--- src/rtl/score_round_ctrl.sv ---
// End-of-round score controller: snapshots the BCD score, keeps the best score,
// runs the new-record blink celebration and requests a score-counter flush.
module score_round_ctrl #(
    parameter int BLINK_TICKS      = 12_500_000,
    parameter int CELEBRATE_BLINKS = 8,
    parameter int FLUSH_CYCLES     = 1
) (
    input  logic       clk,
    input  logic       reset,
    input  logic       round_end,
    input  logic       clear_best,
    input  logic [3:0] score_low,
    input  logic [3:0] score_high,
    output logic [3:0] best_low,
    output logic [3:0] best_high,
    output logic       new_record,
    output logic       record_blink,
    output logic       reset_flags,
    output logic       round_busy
);

    localparam logic [1:0] ST_IDLE      = 2'd0;
    localparam logic [1:0] ST_COMPARE   = 2'd1;
    localparam logic [1:0] ST_CELEBRATE = 2'd2;
    localparam logic [1:0] ST_FLUSH     = 2'd3;

    localparam int TOGGLES = 2 * CELEBRATE_BLINKS;
    localparam int BW      = (BLINK_TICKS > 1) ? $clog2(BLINK_TICKS) : 1;
    localparam int TW      = $clog2(TOGGLES);
    localparam int FW      = (FLUSH_CYCLES > 1) ? $clog2(FLUSH_CYCLES) : 1;

    localparam logic [BW-1:0] BLINK_LAST  = BW'(BLINK_TICKS - 1);
    localparam logic [TW-1:0] TOGGLE_LAST = TW'(TOGGLES - 1);
    localparam logic [FW-1:0] FLUSH_LAST  = FW'(FLUSH_CYCLES - 1);

    logic [1:0]    state;
    logic [3:0]    snap_low;
    logic [3:0]    snap_high;
    logic [BW-1:0] blink_cnt;
    logic [TW-1:0] toggle_cnt;
    logic [FW-1:0] flush_cnt;

    // Out-of-range BCD digits are clamped to 9 so the 8-bit compare stays meaningful.
    function automatic logic [3:0] sat_bcd(input logic [3:0] d);
        return (d > 4'd9) ? 4'd9 : d;
    endfunction

    always_ff @(posedge clk) begin
        if (reset) begin
            state        <= ST_IDLE;
            snap_low     <= 4'd0;
            snap_high    <= 4'd0;
            best_low     <= 4'd0;
            best_high    <= 4'd0;
            new_record   <= 1'b0;
            record_blink <= 1'b0;
            blink_cnt    <= '0;
            toggle_cnt   <= '0;
            flush_cnt    <= '0;
        end else begin
            case (state)
                ST_IDLE: begin
                    if (round_end) begin
                        snap_high  <= sat_bcd(score_high);
                        snap_low   <= sat_bcd(score_low);
                        new_record <= 1'b0;
                        state      <= ST_COMPARE;
                    end
                end
                ST_COMPARE: begin
                    // A simultaneous clear_best discards the compare result.
                    if (!clear_best && ({snap_high, snap_low} > {best_high, best_low})) begin
                        best_high    <= snap_high;
                        best_low     <= snap_low;
                        new_record   <= 1'b1;
                        record_blink <= 1'b1;
                        blink_cnt    <= '0;
                        toggle_cnt   <= '0;
                        state        <= ST_CELEBRATE;
                    end else begin
                        flush_cnt <= '0;
                        state     <= ST_FLUSH;
                    end
                end
                ST_CELEBRATE: begin
                    if (blink_cnt == BLINK_LAST) begin
                        blink_cnt <= '0;
                        if (toggle_cnt == TOGGLE_LAST) begin
                            record_blink <= 1'b0;
                            flush_cnt    <= '0;
                            state        <= ST_FLUSH;
                        end else begin
                            record_blink <= ~record_blink;
                            toggle_cnt   <= toggle_cnt + 1'b1;
                        end
                    end else begin
                        blink_cnt <= blink_cnt + 1'b1;
                    end
                end
                default: begin
                    if (flush_cnt == FLUSH_LAST) begin
                        state <= ST_IDLE;
                    end else begin
                        flush_cnt <= flush_cnt + 1'b1;
                    end
                end
            endcase

            if (clear_best) begin
                best_high <= 4'd0;
                best_low  <= 4'd0;
            end
        end
    end

    assign reset_flags = (state == ST_FLUSH);
    assign round_busy  = (state != ST_IDLE);

endmodule

--- config.mk ---
export PLATFORM = sky130hd
export DESIGN_NAME = score_round_ctrl
export DESIGN_NICKNAME = d
export VERILOG_FILES = /design/src/rtl/score_round_ctrl.sv
export SDC_FILE = /design/constraint.sdc
export NUM_CORES = 1
export LEC_CHECK = 0
export ABC_AREA = 1
export BUFFER_PORTS_ARGS = -buffer_cell sky130_fd_sc_hd__buf_4
export CORE_UTILIZATION = 56
export CTS_BUF_LIST = sky130_fd_sc_hd__clkbuf_4 sky130_fd_sc_hd__clkbuf_8
export DETAILED_ROUTE_END_ITERATION = 8
export PLACE_DENSITY = 0.75
export SETUP_SLACK_MARGIN = 0.15
export SYNTH_ARGS = -nofsm -noshare
export SYNTH_HDL_FRONTEND = slang
export SYNTH_SLANG_ARGS = --single-unit
export TNS_END_PERCENT = 30
--- constraint.sdc ---
create_clock -name clk -period 4.6 [get_ports clk]
set_input_delay 0.23 -clock clk [delete_from_list [all_inputs] [get_ports clk]]
set_output_delay 0.23 -clock clk [all_outputs]
set_load 0.02 [all_outputs]
==> run_results.csv <==
group,metric,value,unit
critical_path,cp.required,4800,ps
layout,fill_cells,441,
critical_path,crit_top_cell,"nand2_1",
power_and_ir_drop,power_frac_comb,0.416,
timing,setup_ws,1823,ps
floorplan,dieArea,5483,µm²
worst_hold_path,hold_class,"in -> reg",
yosys,yosysSeqAreaShare,0.3306,
yosys,netlist.area_leader.share,0.3306,
outcome,status,"completed",
clocking,cts_max_path_buffers,2,
critical_path,end_kind,"flop",
power_and_ir_drop,swShare,0.4173,
power_and_ir_drop,seq_power_share,0.381,
yosys,ys_warn_count,0,
clocking,cts_sinks,48,
detailed_routing,wire_per_inst,11.57,µm
critical_path,crit_fanout,29,
clocking,root_buffer,"clkbuf_8",
clocking,cts_setup_buffers,0,
yosys,synth_most_common_cell,"nand2_1",
layout,areaGrowthSynthToFinish,9.600,%
critical_path,crit_type,"reg -> reg",
timing,finalMaxSlewViolations,0,
grt,grt_pass1_wl,10470,µm
yosys,syn_area_per_cell,6.759,µm²
power_and_ir_drop,p_per_area,413.0,nW/µm²
clocking,htreeDepth,2,
yosys,syn_inst,430,
floorplan,die_w,74.05,µm
place,place_ws,1873,ps
detailed_routing,drt_wl_total,5968,µm
timing,min_period_over_period,0.6037,
yosys,yosys.area.top_type,"dfxtp_1",
critical_path,crit_slowest_cell,"nand2_1",
yosys,ys_types,37,
clocking,clk_latency,300,ps
floorplan,initial_core_util,0.5995,
layout,seqCellArea,960.9,µm²
power_and_ir_drop,power_frac_clock,0.203,
detailed_routing,dr.pass1.iters,4,
critical_path,start_kind,"flop",
timing,finalHoldViolations,0,
grt,top_usage_layer,"met2",
clocking,ctsResizeCount,0,
floorplan,fp.coreArea,4848,µm²
yosys,yosys-top-cells-area,"dfxtp_1, nand2_1, a21oi_1",
layout,drive_gt1_frac,0.1403,
layout,multi_input_area,1688,µm²
floorplan,die_h,74.05,µm
power_and_ir_drop,leakagePower,1.249,nW
grt,track_usage,0.2412,
critical_path,arrival,2980,ps
clocking,ctsHoldBuffers,0,
clocking,cts_tree,"yes",
layout,antenna_cells,0,
run,cap_violations,0,
detailed_routing,routed_via_density,5.250,
yosys,syn_area,2907,µm²
critical_path,r2r_start,"best_high[3]",
yosys,synth_top_cells_by_count,"nand2_1, nor2_1, dfxtp_1",
timing,worst_pin_slew,861.9,ps
timing,skew,4.072,ps
grt,globalRouteMet3Util,0.03252,
timing,fmax,360.1,MHz
yosys,synth_enable_flop_cells,0,
timing,slew-limit-headroom,0.4240,
layout,final_nets,474,
timing,rsz0062_at_grt,"no",
clocking,cts.reportedPaths.clkPinSlew,90,ps
place,gp_congestion,0.8620,
floorplan,num_rows,25,
floorplan,ios,24,
timing,tns,0,ps
detailed_routing,ant_nets,0,
detailed_routing,first_iter_violations,178,
grt,met2_usage,0.4131,
yosys,ys.flop_type,"dfxtp_1",
grt,grt_max_degree,30,
grt,grt_util_met1,0.3194,
power_and_ir_drop,p_int,0.7667,mW
yosys,synth_nets,456,
yosys,synth-seq-cells,48,
detailed_routing,via_count,2709,
timing,final-setup-viol-count,0,
critical_path,path_cells,"inv_1 > ha_1 > nand2_1 > nor2_1 > nand2_1 > nand2_1 > nand3_2 > nand2_1 > nand2_1 > nor2_1 > nor2_1",
yosys,synthArstFlopShare,0,
critical_path,slowest_delay,830,ps
critical_path,startpoint,"best_high[3]",
worst_hold_path,hold_start,"score_high[1]",
grt,antenna_found_initial,0,
detailed_routing,drc,0,
clocking,cts_buffers,5,
grt,grt_pass1_vias,2418,
power_and_ir_drop,ir_drop,0.0003494,V
power_and_ir_drop,switching_power,0.5490,mW
timing,finalCriticalPeriod,2777,ps
place,io_buffers,23,
place,dp_hpwl,4506,µm
grt,globalRouteOverflowTotal,0,
[per-layer routing]
layer / vias up / share of wire
li1: 1431 / -
met1: 1228 / 0.50
met2: 43 / 0.46
met3: 7 / 0.031
met4: 0 / 0.0099
met5: - / 0
[power groups by stage]
stage                     sequential (mW)  clock [mW]  combinational (mW)
after floorplan                     0.516           0               0.446
after global placement              0.509           0               0.539
after detailed placement            0.510           0               0.549
after CTS                           0.501       0.275               0.549
after global routing                0.508       0.289               0.632
final                               0.502       0.267               0.547
[worst max-delay path: cells and delay by family, from the launching register on]
| kind | cells | cell delay (ps) |
|---|---|---|
| adders and majority gates | 1 | 290 |
| buffers and inverters | 1 | 60 |
| DFF | 1 | 340 |
| and+or+nand+nor | 9 | 1980 |
[metrics by stage]
step	util	power [mW]	cells	hold WS [ps]	instance area (µm²)
after floorplan	-	0.9623	430	374.6	2907
after global placement	0.6372	1.048	508	451.3	3089
after detailed placement	0.6372	1.059	508	457.7	3089
after CTS	0.6570	1.325	516	180.7	3186
after global routing	0.6570	1.430	516	195.4	3186
final	0.6570	1.316	516	188.3	3186
[cell type report]
class / count / area share
Tap cell: 67 / 0.02632
Multi-Input combinational cell: 321 / 0.5299
Timing Repair Buffer: 23 / 0.05420
Sequential cell: 48 / 0.3016
Clock buffer: 6 / 0.02592
Inverter: 49 / 0.05774
Clock inverter: 2 / 0.004320
[final timing paths]
kind / end / slack (ps) / cells after the start
setup reg to reg: blink_cnt[18] / 1820 / 11
hold / removal: snap_high[1] / 190 / 3
setup / recovery: blink_cnt[18] / 1820 / 11
hold reg to reg: new_record / 470 / 2
[state kept, by name, indices dropped and copies added (netlist names)]
register	count
best_high	4
best_low	4
blink_cnt	24
new_record	1
record_blink	1
snap_high	4
snap_low	4
state	2
toggle_cnt	4
[layout by cell type, fill, tap and decap left out, types with 7 or more instances in the layout]
cell	n
nor2_1	55
buf_4	23
o21ai_0	13
inv_1	41
nand4_1	7
a21oi_1	43
nand2_1	98
xor2_1	8
dfxtp_1	48
nand3_1	38
ha_1	14
[kinds of logic (layout without fill, tap and decap cells)]
family                     Yosys count  after routing  synth area share
and+or+nand+nor                    231            231            0.3676
buffers and inverters               61             80           0.08868
AOI/OAI and AO/OA                   68             68            0.1287
DFF                                 48             48            0.3306
adders and majority gates           14             14           0.06027
xor gates and xnor gates             8              8           0.02411
Note: power is estimated with default switching activity, not from simulation.
